===== src/rtl/sm_clk_divider_mc.sv =====
// -----------------------------------------------------------------------------
// sm_clk_divider_mc
//
// Multi-channel programmable clock divider. From one source clock it produces
// CHANNELS independent divided clocks plus a one-cycle tick in the last cycle
// of each divided period. Each channel's period P is programmable at run time
// through a valid/ready config port. A new period is held in a per-channel
// shadow register and takes effect at the end of the current period, so the
// divided clock never emits a runt pulse.
//
// Channel behaviour:
//   P >= 2 : active, high phase floor(P/2) cycles, low phase ceil(P/2) cycles.
//   P <  2 : channel off, clkOut = 0, tickOut = 0, counter parked at 0.
//
// Optional feature (compile-time macro SM_CLK_DIVIDER_SYNC_EN):
//   Adds input syncIn. On an enabled edge with syncIn = 1, every channel
//   applies its pending update and restarts its period, phase-aligning all
//   channels. Without the macro the port does not exist.
//
// Parameters:
//   CHANNELS     number of output channels (1..16)
//   DIV_W        width of the per-channel period register
//   DEFAULT_DIV  period loaded into every channel at reset
//
// Ports:
//   clkIn       in   source clock
//   rst_p       in   asynchronous active-high reset
//   clkEnable   in   global count enable; low freezes all active channels
//   cfgValid    in   config write request
//   cfgReady    out  config write can be accepted (no update pending on target)
//   cfgChannel  in   target channel of the write
//   cfgDivide   in   new period P for the target channel
//   clkOut      out  divided clocks, registered
//   tickOut     out  one-cycle pulse in the last cycle of each period, registered
//   syncIn      in   phase-align strobe (only with SM_CLK_DIVIDER_SYNC_EN)
// -----------------------------------------------------------------------------
module sm_clk_divider_mc #(
  parameter int unsigned CHANNELS    = 4,
  parameter int unsigned DIV_W       = 16,
  parameter int unsigned DEFAULT_DIV = 2,
  localparam int unsigned CH_W       = (CHANNELS > 1) ? $clog2(CHANNELS) : 1
) (
  input  logic                clkIn,
  input  logic                rst_p,
  input  logic                clkEnable,
  input  logic                cfgValid,
  output logic                cfgReady,
  input  logic [CH_W-1:0]     cfgChannel,
  input  logic [DIV_W-1:0]    cfgDivide,
  output logic [CHANNELS-1:0] clkOut,
  output logic [CHANNELS-1:0] tickOut
`ifdef SM_CLK_DIVIDER_SYNC_EN
  ,
  input  logic                syncIn
`endif
);

  // ---------------------------------------------------------------------------
  // State
  // ---------------------------------------------------------------------------
  logic [DIV_W-1:0]    cntQ    [CHANNELS];
  logic [DIV_W-1:0]    cntD    [CHANNELS];
  logic [DIV_W-1:0]    perQ    [CHANNELS];
  logic [DIV_W-1:0]    perD    [CHANNELS];
  logic [DIV_W-1:0]    shadowQ [CHANNELS];
  logic [DIV_W-1:0]    shadowD [CHANNELS];
  logic [CHANNELS-1:0] pendingQ;
  logic [CHANNELS-1:0] pendingD;
  logic [CHANNELS-1:0] clkD;
  logic [CHANNELS-1:0] tickD;

  // Per-channel helpers derived from the current state
  logic [CHANNELS-1:0] chActive;
  logic [CHANNELS-1:0] chWrap;
  logic [CHANNELS-1:0] shadowOn;
  logic [DIV_W-1:0]    cntInc  [CHANNELS];
  logic [DIV_W-1:0]    lastCnt [CHANNELS];
  logic [DIV_W-1:0]    halfPer [CHANNELS];

  // Config write decode
  logic [CHANNELS-1:0] chSelect;
  logic [CHANNELS-1:0] accept;

  // Phase-align strobe, qualified by the global enable
  logic                syncHit;

`ifdef SM_CLK_DIVIDER_SYNC_EN
  assign syncHit = syncIn & clkEnable;
`else
  assign syncHit = 1'b0;
`endif

  // ---------------------------------------------------------------------------
  // Config handshake
  // ---------------------------------------------------------------------------
  // Channel numbers beyond CHANNELS match no select bit: they see cfgReady = 1
  // and the write is silently dropped.
  always_comb begin
    chSelect = '0;
    for (int unsigned c = 0; c < CHANNELS; c++) begin
      chSelect[c] = (cfgChannel == CH_W'(c));
    end
  end

  always_comb begin
    cfgReady = 1'b1;
    for (int unsigned c = 0; c < CHANNELS; c++) begin
      if (chSelect[c]) begin
        cfgReady = ~pendingQ[c];
      end
    end
  end

  assign accept = chSelect & {CHANNELS{cfgValid & cfgReady}};

  // ---------------------------------------------------------------------------
  // Per-channel helpers
  // ---------------------------------------------------------------------------
  always_comb begin
    for (int unsigned c = 0; c < CHANNELS; c++) begin
      chActive[c] = (perQ[c] >= DIV_W'(2));
      lastCnt[c]  = perQ[c] - DIV_W'(1);
      halfPer[c]  = perQ[c] >> 1;
      cntInc[c]   = cntQ[c] + DIV_W'(1);
      chWrap[c]   = (cntQ[c] == lastCnt[c]);
      shadowOn[c] = (shadowQ[c] >= DIV_W'(2));
    end
  end

  // ---------------------------------------------------------------------------
  // Next-state logic
  // ---------------------------------------------------------------------------
  always_comb begin
    for (int unsigned c = 0; c < CHANNELS; c++) begin
      // Default: hold everything, tick drops
      cntD[c]     = cntQ[c];
      perD[c]     = perQ[c];
      shadowD[c]  = shadowQ[c];
      pendingD[c] = pendingQ[c];
      clkD[c]     = clkOut[c];
      tickD[c]    = 1'b0;

      if (syncHit) begin
        // Restart every channel at the top of its high phase, taking any
        // pending period first.
        cntD[c] = '0;
        if (pendingQ[c]) begin
          perD[c]     = shadowQ[c];
          pendingD[c] = 1'b0;
          clkD[c]     = shadowOn[c];
        end else begin
          clkD[c]     = chActive[c];
        end
      end else if (!chActive[c]) begin
        // Off channel: parked, and a pending update lands immediately,
        // independent of clkEnable.
        cntD[c] = '0;
        clkD[c] = 1'b0;
        if (pendingQ[c]) begin
          perD[c]     = shadowQ[c];
          pendingD[c] = 1'b0;
          clkD[c]     = shadowOn[c];
        end
      end else if (clkEnable) begin
        if (chWrap[c]) begin
          // End of period: counter restarts and the high phase begins. A
          // pending period swaps in exactly here so the new waveform starts
          // with a full high phase.
          cntD[c] = '0;
          if (pendingQ[c]) begin
            perD[c]     = shadowQ[c];
            pendingD[c] = 1'b0;
            clkD[c]     = shadowOn[c];
          end else begin
            clkD[c]     = 1'b1;
          end
        end else begin
          cntD[c]  = cntInc[c];
          clkD[c]  = (cntInc[c] < halfPer[c]);
          tickD[c] = (cntInc[c] == lastCnt[c]);
        end
      end

      // Accept can only happen with pendingQ clear, so it never races with an
      // apply on the same channel.
      if (accept[c]) begin
        shadowD[c]  = cfgDivide;
        pendingD[c] = 1'b1;
      end
    end
  end

  // ---------------------------------------------------------------------------
  // State registers
  // ---------------------------------------------------------------------------
  always_ff @(posedge clkIn or posedge rst_p) begin
    if (rst_p) begin
      for (int unsigned c = 0; c < CHANNELS; c++) begin
        cntQ[c]    <= '0;
        perQ[c]    <= DIV_W'(DEFAULT_DIV);
        shadowQ[c] <= '0;
      end
      pendingQ <= '0;
      clkOut   <= '0;
      tickOut  <= '0;
    end else begin
      for (int unsigned c = 0; c < CHANNELS; c++) begin
        cntQ[c]    <= cntD[c];
        perQ[c]    <= perD[c];
        shadowQ[c] <= shadowD[c];
      end
      pendingQ <= pendingD;
      clkOut   <= clkD;
      tickOut  <= tickD;
    end
  end

endmodule


===== config.mk =====
export PLATFORM = sky130hd
export DESIGN_NAME = sm_clk_divider_mc
export DESIGN_NICKNAME = d
export VERILOG_FILES = /design/src/rtl/sm_clk_divider_mc.sv
export SDC_FILE = /design/constraint.sdc
export NUM_CORES = 1
export LEC_CHECK = 0
export CAP_MARGIN = 0
export CORE_MARGIN = 8
export CORE_UTILIZATION = 55
export CTS_CLUSTER_DIAMETER = 200
export DETAILED_ROUTE_END_ITERATION = 6
export GPL_TIMING_DRIVEN = 0
export HOLD_SLACK_MARGIN = 0.08
export PLACE_DENSITY = 0.72
export SLEW_MARGIN = 20
export SYNTH_ARGS = -nofsm -noshare
export SYNTH_HDL_FRONTEND = slang
export SYNTH_SLANG_ARGS = --single-unit

===== constraint.sdc =====
create_clock -name clkIn -period 9.6 [get_ports clkIn]
set_clock_uncertainty 0.05 [all_clocks]
set_input_delay 1.44 -clock clkIn [delete_from_list [all_inputs] [get_ports clkIn]]
set_output_delay 1.44 -clock clkIn [all_outputs]
set_load 0.005 [all_outputs]

==> Word-level counts from Yosys, hierarchy flattened <==
Index checks and enable logic that the tools add are counted.
{ "op_classes": {"n_addsub": 8, "n_lt_le_gt_ge": 12, "eq_ne": 27, "n_mux": 80, "bitwise": 6, "n_reduce_logical": 9} }
{ "ops": {"columns": ["op", "n"], "rows": [
  ["$mux 16", 28],
  ["$eq 16x16->1", 8],
  ["$ge 16x2->1 const B", 8],
  ["$add 16x1->16 const B", 4],
  ["$lt 16x15->1", 4],
  ["$sub 16x1->16 const B", 4],
  ["$mux 1", 52],
  ["$reduce_and 2->1", 8],
  ["$ne 3x1->1 const B", 4],
  ["$ne 3x2->1 const B", 4],
  ["$ne 2x1->1 const B", 4],
  ["$ne 2x2->1 const B", 4],
  ["$and 4x4->4", 1],
  ["$eq 2x2->1 const B", 2],
  ["$not 1->1", 4],
  ["$eq 2x1->1 const B", 1],
  ["$logic_not 2->1", 1],
  ["$and 1x1->1", 1]
]} }
{ "totals": {"register_bits": 204, "in_bits": 22, "out_inout_bits": 9} }

==> Longest topological paths before layout <==
Gate-level depths: netlist of run 1.
{ "depth": {"depth_word": 9, "ltp_mapped": 16} }

==> Worst setup path before layout of run 1 <==
OpenSTA, ideal clock, no wires.
{ "synth_path": {"kind": "input-to-output", "from": "in cfgChannel[0]", "to": "out cfgReady", "arrival_ns": 1.972, "setup_slack_ns": 6.138, "path_stages": 2, "n_path_buf": 0, "path_cell_list": "mux4_2 -> inv_1"} }
{ "synth_between": {"elab_chain_len": 5, "elab_cells_between_ends": 8} }
{ "synth_rtl": {"columns": ["element", "line", "source"], "rows": [
  ["from (decl)", "48", "input logic [CH_W-1:0] cfgChannel,"],
  ["$logic_not 2->1", "101", "chSelect[c] = (cfgChannel == CH_W'(c));"],
  ["$mux 1 (3 in a row)", "108", "if (chSelect[c]) begin"],
  ["$mux 1 (*)", "108", null],
  ["to (decl)", "47", "output logic cfgReady,"]
]} }
Every way passes the cells marked *; elsewhere a longest branch is shown, timed or not.

==> Worst setup path in the final report of run 1 <==
Ends and elaborated chain as after synthesis.

==> results of run 1 <==
power breakdown:
group | total (mW) | switching, mW | internal (mW) | leakage (nW)
logic | 0.718 | 0.374 | 0.344 | 3.90
registers | 1.14 | 0.137 | 1.00 | 2.57
clock network | 0.903 | 0.380 | 0.523 | 0.381
total | 2.76 | 0.891 | 1.87 | 6.85
per-stage QoR:
stage	setup WS, ns	utilization (%)
final	4.84	62.0
after global routing	4.81	62.0
after CTS	4.84	61.9
after detailed placement	4.86	58.9
after global placement	-0.0974	58.7
after floorplan	2.55	-
critical path, stage by stage:
cell	delay, ns
clkdlybuf4s50_1	0.63
mux4_2	0.59
inv_1	0.09
clkdlybuf4s50_1	0.51
layer usage:
metal  vias to the layer above  GRT usage [%]
li1                       5703              -
met1                      5865           34.7
met2                       434           38.7
met3                        87           3.81
met4                         0           7.99
met5                         -              0
flip-flops by register name (all words and copies together), names as in the netlist:
register / count
clkOut: 4
tickOut: 4
halfPer: 60
perQ: 4
cntQ: 64
shadowQ: 64
pendingQ: 4
worst paths after layout:
| kind | from | to | cells past startpoint |
|---|---|---|---|
| min reg2reg | shadowQ[0] | shadowQ[0] | 1 |
| max in group asynchronous | rst_p | halfPer[32] | 3 |
| min in group asynchronous | rst_p | shadowQ[24] | 2 |
| max | cfgChannel[0] | cfgReady | 4 |
| max reg2reg | perQ[0] | halfPer[14] | 12 |
| min | shadowQ[0] | shadowQ[0] | 1 |
area by class of cell:
type                            count  area [um^2]
Tap cell                          335          419
Sequential cell                   204         5110
Clock inverter                     12          101
Timing Repair Buffer               32          355
Fill cell                        2264         9890
Buffer                            115          500
Clock buffer                       33          676
Multi-Input combinational cell   1170         8630
Inverter                           80          308
layout by cell type (no fill, tap or decap), types with 53 or more instances in the layout:
| cell type | n |
|---|---|
| a21oi_1 | 53 |
| clkbuf_1 | 98 |
| dfrtp_1 | 200 |
| ha_1 | 68 |
| inv_1 | 79 |
| mux2_2 | 88 |
| nand2_1 | 100 |
| nand3_1 | 83 |
| nor2_1 | 102 |
| xnor2_1 | 154 |
| xor2_1 | 72 |
logic make-up after synthesis:
group | share of synthesized area [%]
simple gates | 18.9
compound gates | 12.3
xor+xnor | 14.9
flops | 35.2
buf+inv | 5.51
mux | 7.41
fa+ha+maj | 5.86
==> results.ini, run 1 <==
[clock_tree]
path_clk_slew_ns = 0.06
cts.sink_count = 204
ctsHoldBuffers = 0
numCtsBuffers = 25
clockBufferDepth = 3
cts_root_buffer = clkbuf_16
htree_num_levels = 1
cts_resized = 0
cts_tree = done
clock_latency_ns = 0.53
post_cts_buffers = 0

[layout]
layout-drive-gt1-share_pct = 10.9
fin_nets = 1718
diodes = 0
area_delta_synth_final_pct = 10.8
design_area_um2 = 16100
finalNonFillerCells = 1981

[sta]
setup_viol = 0
slew_viol_final = 0
slew_headroom_pct = 22.4
fin_crit_sh_pct = 49.6
hold_ws_ns = 0.460
tns_ns = 0
rsz0062_at_grt = false
fmax_mhz = 210
fin_crit_ns = 4.76
hold_viol = 0
max_slew.worst_pin.slew_ns = 1.16

[setup_path]
worst_ep_arrival_time_ns = 3.27
critical_path_class = in -> out
r2r_slack_ns = 5.63
cp-end-kind = primary output
crit_fanout = 5
cp.required_ns = 8.11
worst_setup_path_start_kind = input port

[drt]
drt-initial-drc-count = 964
drc = 0
vias = 12100
wl_met1_mm = 17.8
met2_wirelength_mm = 17.4
top_layer = met4
routedWlPerCell_um = 19.7
drt-total-wl_mm = 39.1
drt_first_pass_iters = 5
detail-route-antenna-nets = 0
met3_length_mm = 2.73
viasPerCell = 6.10

[floorplan]
chipHeight_um = 179
placementRows = 59
die_width_um = 179
coreArea_um2 = 26000
die_area_um2 = 31900
start_util_pct = 55.9
design.portCount = 31

[synthesis]
yosysSeqAreaShare_pct = 35.2
syn-num-nets = 1659
synthArstFlopShare_pct = 100
netlist.area_leader.share_pct = 34.5
synth_common_cells = dfrtp_1, xnor2_1, nor2_1, nand2_1, clkbuf_1
yosysMostFrequentCell = dfrtp_1
synth_area_leaders = dfrtp_1, xnor2_1, mux2_2
ys.flop_type = dfrtp_1
netlist-cell-type-count = 82
syn_avg_cell_area_um2 = 9.26
synth_area_um2 = 14500
ys_ff_latch = 204
synth_edf_count = 0
yosysWarnings = 0
yosysTopAreaCell = dfrtp_1
synth_cells = 1569

[global_route]
track_usage_pct = 24.8
grt_max_degree = 86
grt_pass1_vias = 11900
grt_pass1_wl_mm = 63.6
antenna_found_initial = 0
overflow = 0

[outcome]
status = completed

[place]
dpl.hpwl_mm = 28.8
port-buffer-count = 30
placed_cells = 1936
dpl_cell_area_um2 = 15300
gp_congestion = 0.937

[power]
powerDensity_nw_per_um2 = 172
p_total_mw = 2.76
power.leakage_nw = 6.85
peakVddDrop_uv = 130

[worst_hold_path]
min_path_type = reg -> reg

[run]
cap_violations = 0

Power figures use the tool's default switching activity.
==> run 2: changes to the inputs <==
==> constraint.sdc (replaced) <==
create_clock -name clkIn -period 4.5 [get_ports clkIn]
set_clock_uncertainty 0.05 [all_clocks]
set_input_delay 0.675 -clock clkIn [delete_from_list [all_inputs] [get_ports clkIn]]
set_output_delay 0.675 -clock clkIn [all_outputs]
set_load 0.005 [all_outputs]
==> results.ini, run 2 (synthesis gave the netlist of run 1 again) <==
[outcome]
status = completed

[place]
dpl.hpwl_mm = 29.1  ; +1.0%
dpl_cell_area_um2 = 15400  ; +0.40%
port-buffer-count = 30  ; unchanged
gp_congestion = 0.935  ; -0.25%
pre_cts_ws_ns = 0.611  ; -4.25 ns

[layout]
mostFrequentLayoutCell = dfrtp_1
final_cell_mix = dfrtp_1, xnor2_1, nor2_1
design_area_um2 = 16300  ; +1.2%
multi_input_area_um2 = 8630  ; unchanged
area_delta_synth_final_pct = 12.1
fin_nets = 1722  ; +0.23%
diodes = 0  ; unchanged
regArea_um2 = 5110  ; unchanged
layout-drive-gt1-share_pct = 11.3  ; +0.46 points
n_fill_cell = 2239  ; -1.1%

[clock_tree]
clock_latency_ns = 0.55  ; +0.02 ns
cts_tree = done
cts_root_buffer = clkbuf_16
htree_num_levels = 1  ; unchanged
ctsHoldBuffers = 0  ; unchanged
cts.sink_count = 204  ; unchanged
numCtsBuffers = 25  ; unchanged
clockBufferDepth = 3  ; unchanged
post_cts_buffers = 0  ; unchanged
path_clk_slew_ns = 0.06  ; about the same
cts_resized = 0  ; unchanged

[sta]
slew_headroom_pct = 30.6  ; +8.2 points
max_slew.worst_pin.slew_ns = 1.03  ; -0.131 ns
setup_viol = 0  ; unchanged
tns_ns = 0  ; unchanged
slew_viol_final = 0  ; unchanged
hold_ws_ns = 0.456  ; -0.00314 ns
fmax_mhz = 246
rsz0062_at_grt = false
fin_crit_ns = 4.06
fin_crit_sh_pct = 90.2
worst_slack_ns = 0.439  ; -4.40 ns
hold_viol = 0  ; unchanged

[power]
p_clk_share_pct = 35.7  ; +3.0 points
peakVddDrop_uv = 341  ; +160%
pwr-share-seq_pct = 39.5  ; -1.8 points
switching_share_pct = 31.1  ; -1.2 points
comb_power_share_pct = 24.7  ; -1.3 points
switchingPower_mw = 1.91  ; +110%
power.leakage_nw = 6.95  ; +1.4%
internal-power_mw = 4.24  ; +130%
p_total_mw = 6.15  ; +120%
powerDensity_nw_per_um2 = 378  ; +120%

[global_route]
grt_max_degree = 35  ; -59%
grt_pass1_vias = 11700  ; -1.8%
antenna_found_initial = 0  ; unchanged
grt_pass1_wl_mm = 62.9  ; -1.1%
track_usage_pct = 24.5  ; -0.29 points
overflow = 0  ; unchanged

[setup_path]
critical_path_class = reg -> reg
cp-end-kind = flip-flop
worst_ep_arrival_time_ns = 4.45  ; +1.18 ns
worst_setup_path_start_kind = flip-flop
r2r-start = cntQ[2]
crit_start = cntQ[2]
crit_fanout = 9  ; +4
cp.required_ns = 4.89  ; -3.22 ns

[floorplan]
chipHeight_um = 179  ; unchanged
design.portCount = 31  ; unchanged
placementRows = 59  ; unchanged
coreArea_um2 = 26000  ; unchanged
die_area_um2 = 31900  ; unchanged
start_util_pct = 55.9  ; unchanged
die_width_um = 179  ; unchanged

[drt]
drt-initial-drc-count = 1122  ; +16%
top_layer = met4
detail-route-antenna-nets = 0  ; unchanged
drc = 0  ; unchanged
vias = 12200  ; +0.93%
drt-total-wl_mm = 38.9  ; -0.62%
met3_length_mm = 2.28  ; -17%
viasPerCell = 6.15  ; +0.72%
routedWlPerCell_um = 19.6  ; -0.82%
drt_first_pass_iters = 5  ; unchanged
wl_met1_mm = 17.8  ; +0.14%
met2_wirelength_mm = 17.6  ; +1.2%

[worst_hold_path]
min_from = shadowQ[0]
min_path_type = reg -> reg

[run]
cap_violations = 0  ; unchanged

## run 2: changes by cell type in the layout (fill, tap and decap cells not counted)
| cell | previous run | this run |
|---|---|---|
| inv_16 | 0 | 1 |
| buf_16 | 2 | 0 |
| clkbuf_1 | 98 | 94 |
| clkbuf_8 | 2 | 3 |
| inv_6 | 2 | 1 |
| clkinv_4 | 1 | 3 |
| buf_12 | 0 | 6 |
| bufinv_16 | 1 | 5 |
| clkinv_2 | 6 | 5 |
| clkinvlp_4 | 2 | 1 |
| inv_8 | 1 | 0 |
## run 2: stage by stage
| stage | instances | util, % |
|---|---|---|
| 2_1_floorplan | 1569 | - |
| 3_3_place_gp | 1934 | 58.7 |
| 3_5_place_dp | 1940 | 59.2 |
| 4_1_cts | 1985 | 62.7 |
| 5_1_grt | 1985 | 62.7 |
| 6_report | 1985 | 62.7 |
## run 2: path summary, 6_finish.rpt
kind | to | slack, ns | cells after the start
max reg2reg | clkOut[3] | 0.44 | 13
max in group asynchronous | halfPer[48] | 2.75 | 5
max | clkOut[3] | 0.44 | 13
min reg2reg | perQ[0] | 0.46 | 1
min in group asynchronous | cntQ[29] | 0.52 | 2
min | perQ[0] | 0.46 | 1
## run 2: worst max-delay path: stages, from the launching register on
cell and delay, ns:
dfrtp_1 0.32, clkbuf_1 0.34, and3_1 0.22, clkbuf_1 0.24, nand3_1 0.26, xnor2_1 0.35, ha_1 0.32, nand4_1 0.13
a211oi_1 0.08, o21ai_0 0.30, a21oi_1 0.11, a2111oi_0 0.86, nor2_1 0.12, a211oi_1 0.28
## run 2: power by group through the flow
stage          clock network [mW]  registers (mW)  logic (mW)
2_1_floorplan                   0            2.35        1.19
3_3_place_gp                    0            2.45        1.45
3_5_place_dp                    0            2.46        1.51
4_1_cts                      2.23            2.43        1.52
5_1_grt                      2.30            2.47        1.69
6_report                     2.20            2.43        1.52
## run 2: per-layer routing
layer | global-route usage, % | up-vias
met5 | 0 | -
met4 | 7.17 | 0
met3 | 3.32 | 76
met2 | 39.0 | 372
met1 | 34.3 | 6023
li1 | - | 5730
## run 2: layout make-up
| cell class | instances | share of cell area (%) |
|---|---|---|
| inverter | 80 | 1.87 |
| clock buffer | 30 | 4.14 |
| multi-input combinational | 1170 | 53.0 |
| timing repair buffer | 36 | 2.58 |
| sequential | 204 | 31.4 |
| buffer | 115 | 3.07 |
| clock inverter | 15 | 1.41 |
| tap | 335 | 2.57 |
